--- src/rtl/depth_test_writer.sv ---
// ---------------------------------------------------------------------------
// depth_test_writer
//
// Consumer end of the rasterizer pixel stream. Each valid pixel is range
// checked, its stored depth is read from an external dual-port depth BRAM,
// and if it is strictly nearer the new depth and colour are written to the
// depth BRAM and the colour framebuffer. The block also owns the full-screen
// clear of both buffers between frames.
//
// Handshake: drawing is a pure valid strobe with no ready. A pixel presented
// with drawing=1 is consumed on that clock edge; it is either processed
// (IDLE, in range), counted in oob_count (IDLE, out of range) or counted in
// drop_count (busy). No pixel is ever stalled.
//
// Ports:
//   clk_in, rst_in        clock, synchronous active-high reset
//   x, y                  pixel coordinates (two's complement, range checked
//                         as unsigned)
//   depth, color          pixel depth (smaller = nearer) and colour
//   drawing               pixel valid
//   clear_start           one-cycle request to clear both buffers
//   zb_rd_addr/zb_rdata   depth BRAM read port (READ_LATENCY cycles)
//   zb_wr_addr/zb_we/zb_wdata  depth BRAM write port
//   fb_addr/fb_we/fb_wdata     colour framebuffer write port
//   busy                  high while draining or clearing
//   clear_done            one-cycle pulse when the clear completes
//   drop_count            pixels dropped while busy (saturating)
//   oob_count             out-of-range pixels discarded (saturating)
//   o_dbg_state           current FSM state (IDLE=0, DRAIN=1, CLEAR=2)
// ---------------------------------------------------------------------------
module depth_test_writer #(
    parameter int COORD_WIDTH     = 32,
    parameter int DEPTH_BIT_WIDTH = 16,
    parameter int COLOR_WIDTH     = 16,
    parameter int FB_WIDTH        = 320,
    parameter int FB_HEIGHT       = 180,
    parameter int READ_LATENCY    = 2,
    parameter logic [COLOR_WIDTH-1:0] CLEAR_COLOR = '0,
    localparam int ADDR_WIDTH     = $clog2(FB_WIDTH * FB_HEIGHT)
) (
    input  logic                       clk_in,
    input  logic                       rst_in,
    input  logic [COORD_WIDTH-1:0]     x,
    input  logic [COORD_WIDTH-1:0]     y,
    input  logic [DEPTH_BIT_WIDTH-1:0] depth,
    input  logic [COLOR_WIDTH-1:0]     color,
    input  logic                       drawing,
    input  logic                       clear_start,
    output logic [ADDR_WIDTH-1:0]      zb_rd_addr,
    input  logic [DEPTH_BIT_WIDTH-1:0] zb_rdata,
    output logic [ADDR_WIDTH-1:0]      zb_wr_addr,
    output logic                       zb_we,
    output logic [DEPTH_BIT_WIDTH-1:0] zb_wdata,
    output logic [ADDR_WIDTH-1:0]      fb_addr,
    output logic                       fb_we,
    output logic [COLOR_WIDTH-1:0]     fb_wdata,
    output logic                       busy,
    output logic                       clear_done,
    output logic [15:0]                drop_count,
    output logic [15:0]                oob_count,
    output logic [1:0]                 o_dbg_state
);

    localparam int RL = READ_LATENCY;
    localparam int NPIX = FB_WIDTH * FB_HEIGHT;
    localparam logic [ADDR_WIDTH-1:0]  LAST_ADDR = ADDR_WIDTH'(NPIX - 1);
    localparam logic [ADDR_WIDTH-1:0]  FBW_A     = ADDR_WIDTH'(FB_WIDTH);
    localparam logic [COORD_WIDTH-1:0] W_LIM     = COORD_WIDTH'(FB_WIDTH);
    localparam logic [COORD_WIDTH-1:0] H_LIM     = COORD_WIDTH'(FB_HEIGHT);

    localparam logic [1:0] S_IDLE  = 2'd0;
    localparam logic [1:0] S_DRAIN = 2'd1;
    localparam logic [1:0] S_CLEAR = 2'd2;

    logic [1:0]            r_state;
    logic [ADDR_WIDTH-1:0] r_clr_addr;
    logic                  r_clear_done;
    logic [15:0]           r_drop;
    logic [15:0]           r_oob;

    // Pixel pipeline: index 0 is the cycle the read address is presented,
    // index RL is the cycle the read data returns and the test is made.
    logic [RL:0]                r_v;
    logic [ADDR_WIDTH-1:0]      r_a [0:RL];
    logic [DEPTH_BIT_WIDTH-1:0] r_d [0:RL];
    logic [COLOR_WIDTH-1:0]     r_c [0:RL];

    // Registered write port (shared by depth and colour buffers).
    logic                       r_zb_we;
    logic                       r_fb_we;
    logic [ADDR_WIDTH-1:0]      r_wa;
    logic [DEPTH_BIT_WIDTH-1:0] r_zb_wd;
    logic [COLOR_WIDTH-1:0]     r_fb_wd;

    // Writes issued in the RL cycles before the current output register.
    // Together with the output register these are the RL+1 writes that the
    // BRAM had not yet committed when the tested pixel's read was sampled.
    logic [RL-1:0]              r_h_we;
    logic [ADDR_WIDTH-1:0]      r_h_a [0:RL-1];
    logic [DEPTH_BIT_WIDTH-1:0] r_h_d [0:RL-1];

    logic                       w_in_range;
    logic [ADDR_WIDTH-1:0]      w_addr;
    logic                       w_idle_ok;
    logic                       w_accept;
    logic                       w_drop;
    logic                       w_oob;
    logic                       w_pipe_empty;
    logic [DEPTH_BIT_WIDTH-1:0] w_stored;
    logic                       w_pass;

    // Negative coordinates are huge when viewed unsigned, so one compare
    // per axis rejects both sides of the screen.
    assign w_in_range   = (x < W_LIM) && (y < H_LIM);
    assign w_addr       = y[ADDR_WIDTH-1:0] * FBW_A + x[ADDR_WIDTH-1:0];
    // The clear_done cycle still belongs to the clear for pixel acceptance.
    assign w_idle_ok    = (r_state == S_IDLE) && !r_clear_done;
    assign w_accept     = drawing && w_idle_ok && w_in_range;
    assign w_drop       = drawing && !w_idle_ok;
    assign w_oob        = drawing && w_idle_ok && !w_in_range;
    assign w_pipe_empty = (r_v == '0);

    // Forwarding: walk oldest to newest so the most recent match wins.
    always_comb begin
        w_stored = zb_rdata;
        for (int k = RL - 1; k >= 0; k--) begin
            if (r_h_we[k] && (r_h_a[k] == r_a[RL])) w_stored = r_h_d[k];
        end
        if (r_zb_we && (r_wa == r_a[RL])) w_stored = r_zb_wd;
    end

    assign w_pass = r_v[RL] && (r_d[RL] < w_stored);

    always_ff @(posedge clk_in) begin
        if (rst_in) begin
            r_state      <= S_IDLE;
            r_clr_addr   <= '0;
            r_clear_done <= 1'b0;
            r_drop       <= '0;
            r_oob        <= '0;
            r_v          <= '0;
            r_zb_we      <= 1'b0;
            r_fb_we      <= 1'b0;
            r_wa         <= '0;
            r_zb_wd      <= '0;
            r_fb_wd      <= '0;
            r_h_we       <= '0;
            for (int k = 0; k <= RL; k++) begin
                r_a[k] <= '0;
                r_d[k] <= '0;
                r_c[k] <= '0;
            end
            for (int k = 0; k < RL; k++) begin
                r_h_a[k] <= '0;
                r_h_d[k] <= '0;
            end
        end else begin
            // Pixel pipeline advance.
            r_v    <= {r_v[RL-1:0], w_accept};
            r_a[0] <= w_addr;
            r_d[0] <= depth;
            r_c[0] <= color;
            for (int k = 1; k <= RL; k++) begin
                r_a[k] <= r_a[k-1];
                r_d[k] <= r_d[k-1];
                r_c[k] <= r_c[k-1];
            end

            // Write history shifts in whatever the output register holds now.
            r_h_we[0] <= r_zb_we;
            r_h_a[0]  <= r_wa;
            r_h_d[0]  <= r_zb_wd;
            for (int k = 1; k < RL; k++) begin
                r_h_we[k] <= r_h_we[k-1];
                r_h_a[k]  <= r_h_a[k-1];
                r_h_d[k]  <= r_h_d[k-1];
            end

            // Write port. CLEAR only starts once the pipeline is empty, so
            // the two sources never compete.
            if (r_state == S_CLEAR) begin
                r_zb_we <= 1'b1;
                r_fb_we <= 1'b1;
                r_wa    <= r_clr_addr;
                r_zb_wd <= '1;
                r_fb_wd <= CLEAR_COLOR;
            end else if (w_pass) begin
                r_zb_we <= 1'b1;
                r_fb_we <= 1'b1;
                r_wa    <= r_a[RL];
                r_zb_wd <= r_d[RL];
                r_fb_wd <= r_c[RL];
            end else begin
                r_zb_we <= 1'b0;
                r_fb_we <= 1'b0;
            end

            // Control FSM.
            r_clear_done <= 1'b0;
            case (r_state)
                S_IDLE: begin
                    if (clear_start) r_state <= S_DRAIN;
                end
                S_DRAIN: begin
                    if (w_pipe_empty) begin
                        r_state    <= S_CLEAR;
                        r_clr_addr <= '0;
                    end
                end
                S_CLEAR: begin
                    if (r_clr_addr == LAST_ADDR) begin
                        r_state      <= S_IDLE;
                        r_clear_done <= 1'b1;
                    end else begin
                        r_clr_addr <= r_clr_addr + ADDR_WIDTH'(1);
                    end
                end
                default: r_state <= S_IDLE;
            endcase

            // Saturating event counters.
            if (w_drop && (r_drop != 16'hFFFF)) r_drop <= r_drop + 16'd1;
            if (w_oob && (r_oob != 16'hFFFF)) r_oob <= r_oob + 16'd1;
        end
    end

    assign zb_rd_addr  = r_a[0];
    assign zb_wr_addr  = r_wa;
    assign zb_we       = r_zb_we;
    assign zb_wdata    = r_zb_wd;
    assign fb_addr     = r_wa;
    assign fb_we       = r_fb_we;
    assign fb_wdata    = r_fb_wd;
    assign busy        = (r_state != S_IDLE);
    assign clear_done  = r_clear_done;
    assign drop_count  = r_drop;
    assign oob_count   = r_oob;
    assign o_dbg_state = r_state;

endmodule
--- config.mk ---
export PLATFORM = sky130hd
export DESIGN_NAME = depth_test_writer
export DESIGN_NICKNAME = d
export VERILOG_FILES = /design/src/rtl/depth_test_writer.sv
export SDC_FILE = /design/constraint.sdc
export NUM_CORES = 1
export LEC_CHECK = 0
export ABC_AREA = 1
export CAP_MARGIN = 20
export CELL_PAD_IN_SITES_DETAIL_PLACEMENT = 0
export CELL_PAD_IN_SITES_GLOBAL_PLACEMENT = 2
export CORE_MARGIN = 4
export CORE_UTILIZATION = 32
export DETAILED_ROUTE_END_ITERATION = 10
export GPL_ROUTABILITY_DRIVEN = 1
export GPL_TIMING_DRIVEN = 0
export PLACE_DENSITY_LB_ADDON = 0.1
export SYNTH_ARGS = -nofsm -noshare
export SYNTH_HDL_FRONTEND = slang
export SYNTH_SLANG_ARGS = --single-unit
--- constraint.sdc ---
create_clock -name clk_in -period 9.9 [get_ports clk_in]
set_clock_uncertainty 0.05 [all_clocks]
set_input_delay 2.475 -clock clk_in [delete_from_list [all_inputs] [get_ports clk_in]]
set_output_delay 2.475 -clock clk_in [all_outputs]
set_load 0.1 [all_outputs]
==> out/summary.txt, run 1 <==
Synth Area in Simple Gates - 22.9%
# Max-Cap Violations - 0
Die X - 209 um
Synthesized instance count - 1742
Final core occ - 43.0%
Syn avg cell area - 7.45 um2
Clock Latency Late Sink - 0.52 ns
Final instance area - 0.0171 mm2
Status - finished clean
GR peak layer - met2
IO buf count - 232
Num Clock Sinks - 313
DIE HEIGHT - 209 um
Pwr Total - 0.00308 W
Final worst slack - 5.01 ns
RSZ-0062 raised after global routing - false
Htree depth - 2
N_diodes - 0
Crit share post-route - 49.4%
First-pass GRT wire length - 59.6 mm
Worst slack, placed - 4.47 ns
Worst hold path class - reg2reg
Warnings from Yosys - 0
Grt met2 use - 26.2%
Worst-margin pin slew - 1.08 ns
Via density - 4.26
Final net count - 2171
HPWL after DPL - 30.3 mm
Number of global-route vias before repair - 10856
Worst Setup Start Kind - input pin
Setup violators final - 0
Final Hold Fails - 0
Initial Util - 32.5%
Final ANT Viol Nets - 0
Post-synth ARST share - 0%
Post-synth EDFFs - 0
Lkg Pwr - 7.19 nW
Pins over their slew limit - 0
Hold_buf cts - 0
CTS tree - done
Syn Nets - 1900
Gpl congestion - 0.841
Postcts setup bufs - 0
Post-Synth Adder-Cell Area - 4.16%
Largest net degree at the start of global routing - 14
FF+latch count, synth - 313
DP Area - 0.0160 mm2
Die ar. - 0.0439 mm2
Post-route DRC - 0
I/O pin count - 234
Worst R2R Start - r_a[0][38]
FP Rows - 73
Routed wire length - 37.8 mm
Hold path start - r_c[1][9]
Cell Area, Synth - 0.0130 mm2
Compound-Gate Fraction of Synth Area - 9.72%
Share of layout cells above drive strength 1 - 6.62%
Post-synthesis mux area share - 0.0771%
Remaining Overflow, GRT - 0
Initial antenna violation count - 0
CP Capture Type - register
Critical path arrival - 5.28 ns
Global Route met3 Usage - 4.23%
Initial DRC Count - 547
Total CTS buffers - 37
Combinational family with the most area after synthesis - simple AND/OR/NAND/NOR gates
Fillers - 4159
Worst Path Max Fanout - 3
1st-pass router iterations - 5
Post-CTS Resized - 0
Slew Limit Headroom - 27.9%
Critical path class - in2reg
Clock buffer depth - 3
Pwr Density - 179 mW/mm2
GRT met1 Usage - 24.2%
Vias - 10906
Tmin final - 4.89 ns
WL/cell - 14.8 um
Fmax - 204 MHz
Overall Global Routing Usage - 17.0%
Worst-case vdd ir drop - 92.5 uV
Sequential share of the synthesized area - 48.3%
Clk slew on worst S/H paths - 0.06 ns
XOR/XNOR Fraction of Synth Area - 1.42%
Core area - 0.0399 mm2
Critical path required time - 10.29 ns
Setup Total Neg Slack - 0 ns
Area grow syn2layout - 32.1%
Top FF cell, synth - dfxtp_1
Crit path launch - y[3]
Netlist cell types - 45
Root Buffer - clkbuf_16
==> synthesized netlist by cell type, types with 2 or more instances <==
cell type	count	area share, %
a21oi_1	90	3.5
o21ai_1	8	0.31
inv_1	315	9.1
inv_2	14	0.40
xor2_1	8	0.54
dfxtp_1	313	48
nor4_1	17	0.82
nand2_1	241	7.0
fa_1	2	0.31
o21bai_1	2	0.12
nor3_1	30	1.2
nor2_1	328	9.5
a211oi_1	2	0.12
nand3_1	55	2.1
xnor2_1	13	0.88
buf_1	6	0.17
buf_4	37	2.1
o22ai_1	2	0.096
nor3b_1	2	0.12
a31oi_1	2	0.096
nor2_2	2	0.096
buf_2	2	0.077
o211ai_1	28	1.6
nand2_2	3	0.14
nand4_1	19	0.92
buf_6	3	0.26
a21o_1	2	0.12
o21a_1	8	0.46
or2_2	16	0.77
clkbuf_1	43	1.2
ha_1	40	3.9
o21ai_0	76	2.9
==> report_power, final <==
group,leakage (nW),switching [W],internal [W]
clock,0.586,0.000514,0.000806
sequential,2.55,0.0000269,0.00130
combinational,4.06,0.000275,0.000152
total,7.19,0.000816,0.00226
==> final timing paths <==
kind            endpoint  slack, ns  cells past startpoint
max           r_a[0][14]       5.01                     20
max reg2reg  fb_wdata[5]       5.58                     20
min reg2reg    r_c[2][9]       0.34                      2
min            r_c[2][9]       0.34                      2
==> area by class of cell <==
| cell class | instances | area (um2) | share of cell area [%] |
|---|---|---|---|
| Buffer | 91 | 505 | 2.95 |
| Clock buffer | 54 | 1080 | 6.30 |
| Clock inverter | 10 | 106 | 0.620 |
| Inverter | 330 | 1240 | 7.22 |
| Multi-Input combinational cell | 1008 | 4970 | 29.0 |
| Sequential cell | 313 | 6270 | 36.5 |
| Tap cell | 525 | 657 | 3.83 |
| Timing Repair Buffer | 232 | 2320 | 13.5 |
==> cell usage in the layout (no fill, tap or decap), drive strengths merged, types with 8 or more instances in the layout <==
master / n
a21oi: 90
buf: 48
clkbuf: 97
clkdlybuf4s50: 232
clkinv: 8
dfxtp: 313
ha: 40
inv: 329
nand2: 245
nand3: 55
nand4: 19
nor2: 331
nor3: 30
nor4: 17
o211ai: 28
o21a: 8
o21ai: 84
or2: 16
xnor2: 13
xor2: 8
==> cells by family after synthesis <==
kind of cell,Yosys count
simple gates,718
buf+inv,421
flops,313
compound gates,226
fa+ha+maj,42
xor+xnor,21
mux,1
==> state kept, by name, indices dropped and copies added, names as in the netlist <==
signal,flops
r_a,48
r_c,48
r_d,48
r_h_a,32
r_h_d,32
drop_count,16
fb_addr,16
fb_wdata,16
oob_count,16
r_clr_addr,16
zb_wdata,16
r_v,3
o_dbg_state,2
r_h_we,2
clear_done,1
fb_we,1
==> metal layers <==
metal	wire length, um	share of wire (%)
met1	19100	50
met2	15700	41
met3	2390	6.3
met4	706	1.9
met5	0	0
==> worst max-delay path, cell delays in order <==
cell and delay [ns]:
clkdlybuf4s50_1 0.47, ha_1 0.31, ha_1 0.16, inv_1 0.06, fa_1 0.48, inv_1 0.04
ha_1 0.28, nand2_1 0.07, inv_1 0.05, nor2_1 0.08, inv_1 0.04, a21oi_1 0.12
inv_1 0.06, nand2_1 0.05, inv_1 0.05, nor2_1 0.09, nor2_1 0.05, nor2_1 0.11
o21ai_0 0.09, a21oi_1 0.14
==> per-stage QoR <==
step | std cells | hold WS (ns)
6_report | 2563 | 0.336
5_1_grt | 2563 | 0.356
4_1_cts | 2563 | 0.334
3_5_place_dp | 2499 | 0.342
3_3_place_gp | 2499 | 0.341
2_1_floorplan | 1742 | 0.338
(Power assumes the default switching activity.)
==> run 2: changes to the inputs <==
--- a/config.mk
+++ b/config.mk
@@ -10,7 +10,7 @@
 export CELL_PAD_IN_SITES_DETAIL_PLACEMENT = 0
 export CELL_PAD_IN_SITES_GLOBAL_PLACEMENT = 2
 export CORE_MARGIN = 4
-export CORE_UTILIZATION = 32
+export CORE_UTILIZATION = 30
 export DETAILED_ROUTE_END_ITERATION = 10
 export GPL_ROUTABILITY_DRIVEN = 1
 export GPL_TIMING_DRIVEN = 0
==> constraint.sdc (replaced) <==
create_clock -name clk_in -period 4.9 [get_ports clk_in]
set_clock_uncertainty 0.05 [all_clocks]
set_input_delay 1.225 -clock clk_in [delete_from_list [all_inputs] [get_ports clk_in]]
set_output_delay 1.225 -clock clk_in [all_outputs]
set_load 0.1 [all_outputs]
==> run 2 against run 1 <==
Compared with the run above:
- combinational power rose by 100%
- core utilization is 2.2 points lower
- via count is 0.68% higher
- total power up 110%
- sequential share of layout area decreased by 0.25 points
- die area is 6.4% higher
- critical path depth did not move
- count of clock-buffer cells in the layout increased by 4
- final area up 0.70%
- cell count grew 2.1%
==> out/summary.txt, run 2 (synthesis results as in run 1) <==
Clock buffer depth - 3
Critical path class - reg2reg
Via density - 4.20
WL/cell - 14.7 um
Initial antenna violation count - 0
I/O pin count - 234
Num Clock Sinks - 313
CP Capture Type - register
Final core occ - 40.8%
Area grow syn2layout - 33.0%
Root Buffer - clkbuf_16
Worst stage delay on the critical path - 0.49 ns
Overall Global Routing Usage - 16.3%
Setup Total Neg Slack - 0 ns
Tmin final - 4.35 ns
Die ar. - 0.0467 mm2
Flop2flop setup slack - 0.55 ns
Core area - 0.0423 mm2
Final Hold Fails - 0
Routed wire length - 38.5 mm
Slew Limit Headroom - 30.9%
RSZ-0062 raised after global routing - false
First-pass GRT wire length - 59.6 mm
Final ANT Viol Nets - 0
Commonest non-fill, non-tap cell in the layout - nor2_1
Worst hold path class - reg2reg
Critical-path top delay cell - dfxtp_1
Gpl congestion - 0.819
Remaining Overflow, GRT - 0
Crit-path cells - inv_1 > nand2_1 > nand2_1 > nor2_1 > nand2_1 > nor2_1 > nand3_1 > clkbuf_1 > clkbuf_1 > o211ai_1 > o211ai_1 > o21ai_0 > ha_1 > a211o_1 > nor3_1 > nand2_4 > buf_6 > buf_6 > o21ai_1 > nor2_1
Pins over their slew limit - 0
1st-pass router iterations - 5
DIE HEIGHT - 216 um
HPWL after DPL - 30.7 mm
Most frequent cells in the layout - nor2_1 (328), inv_1 (315), dfxtp_1 (313)
Net Sw Frac - 26.4%
Lkg Pwr - 7.20 nW
Final net count - 2172
Htree depth - 2
DP Area - 0.0160 mm2
Largest net degree at the start of global routing - 14
Postcts setup bufs - 0
CTS tree - done
Number of global-route vias before repair - 10850
Clk slew on worst S/H paths - 0.06 ns
Final worst slack - 0.549 ns
Initial Util - 30.7%
Total CTS buffers - 38
Worst-case vdd ir drop - 186 uV
Initial DRC Count - 540
IO buf count - 232
Setup violators final - 0
Die X - 216 um
FP Rows - 75
Fmax - 230 MHz
Worst Setup Start Kind - register
Fillers - 4442
# Max-Cap Violations - 0
Hold_buf cts - 0
Post-route DRC - 0
Share of layout cells above drive strength 1 - 6.52%
Internal power - 0.00464 W
Worst-margin pin slew - 1.03 ns
Net Sw Power - 0.00167 W
Reg power frac - 42.5%
Critical path required time - 5.28 ns
Clock Latency Late Sink - 0.54 ns
Biggest regs - r_a x48, r_c x48, r_d x48
Hold slack - 0.346 ns
Post-CTS Resized - 0
Vias - 10980
Critical path arrival - 4.73 ns
Worst Path Max Fanout - 10
Clock share of power - 43.8%
Final instance area - 0.0173 mm2
Crit share post-route - 88.8%
Combinational share of power - 13.7%
Status - finished clean
Pwr Density - 366 mW/mm2
N_diodes - 0
Worst slack, placed - 0.498 ns
## run 2: cell count changes in the layout (fill, tap and decap cells not counted)
| cell | previous run | this run |
|---|---|---|
| clkbuf_16 | 37 | 41 |
| clkbuf_8 | 9 | 5 |
| clkbuf_1 | 51 | 55 |
| clkinvlp_4 | 1 | 3 |
| clkinv_2 | 6 | 2 |
## run 2: cell type report
class | instances | area [um2] | area share, %
Timing Repair Buffer | 232 | 2320 | 13.4
Clock inverter | 8 | 101 | 0.587
Clock buffer | 58 | 1140 | 6.60
Inverter | 330 | 1240 | 7.17
Multi-Input combinational cell | 1008 | 4970 | 28.8
Sequential cell | 313 | 6270 | 36.3
Tap cell | 577 | 722 | 4.18
Buffer | 91 | 505 | 2.93
## run 2: stage by stage
step | std cells | power, W
after global routing | 2617 | 0.00661
final | 2617 | 0.00631
after CTS | 2617 | 0.00642
after floorplan | 1742 | 0.00331
after detailed placement | 2551 | 0.00361
after global placement | 2551 | 0.00361
## run 2: worst paths after layout
check           endpoint        from  cells past startpoint
max reg2reg  fb_wdata[6]  r_a[0][38]                     20
min reg2reg   r_a[0][44]  r_a[0][28]                      2
max          fb_wdata[6]  r_a[0][38]                     20
min           r_a[0][44]  r_a[0][28]                      2
## run 2: worst max-delay path, delay by kind of cell (launching register included)
family / cells / cell delay (ns)
flops: 1 / 0.49
compound gates: 5 / 0.96
fa+ha+maj: 1 / 0.31
buf+inv: 5 / 1.07
simple gates: 9 / 1.34
## run 2: routing by layer
layer	share of wire (%)	track usage (%)	wire length [um]
met1	50	22.7	19400
met3	5.8	4.43	2230
met5	0	0	0
met2	42	25.2	16200
met4	1.7	3.97	637
## run 2: power groups by stage
stage          sequential [W]  combinational (W)  clock (W)
2_1_floorplan         0.00278           0.000529          0
3_3_place_gp          0.00274           0.000873          0
3_5_place_dp          0.00274           0.000873          0
4_1_cts               0.00269           0.000878    0.00286
5_1_grt               0.00270           0.000960    0.00296
6_report              0.00269           0.000863    0.00277
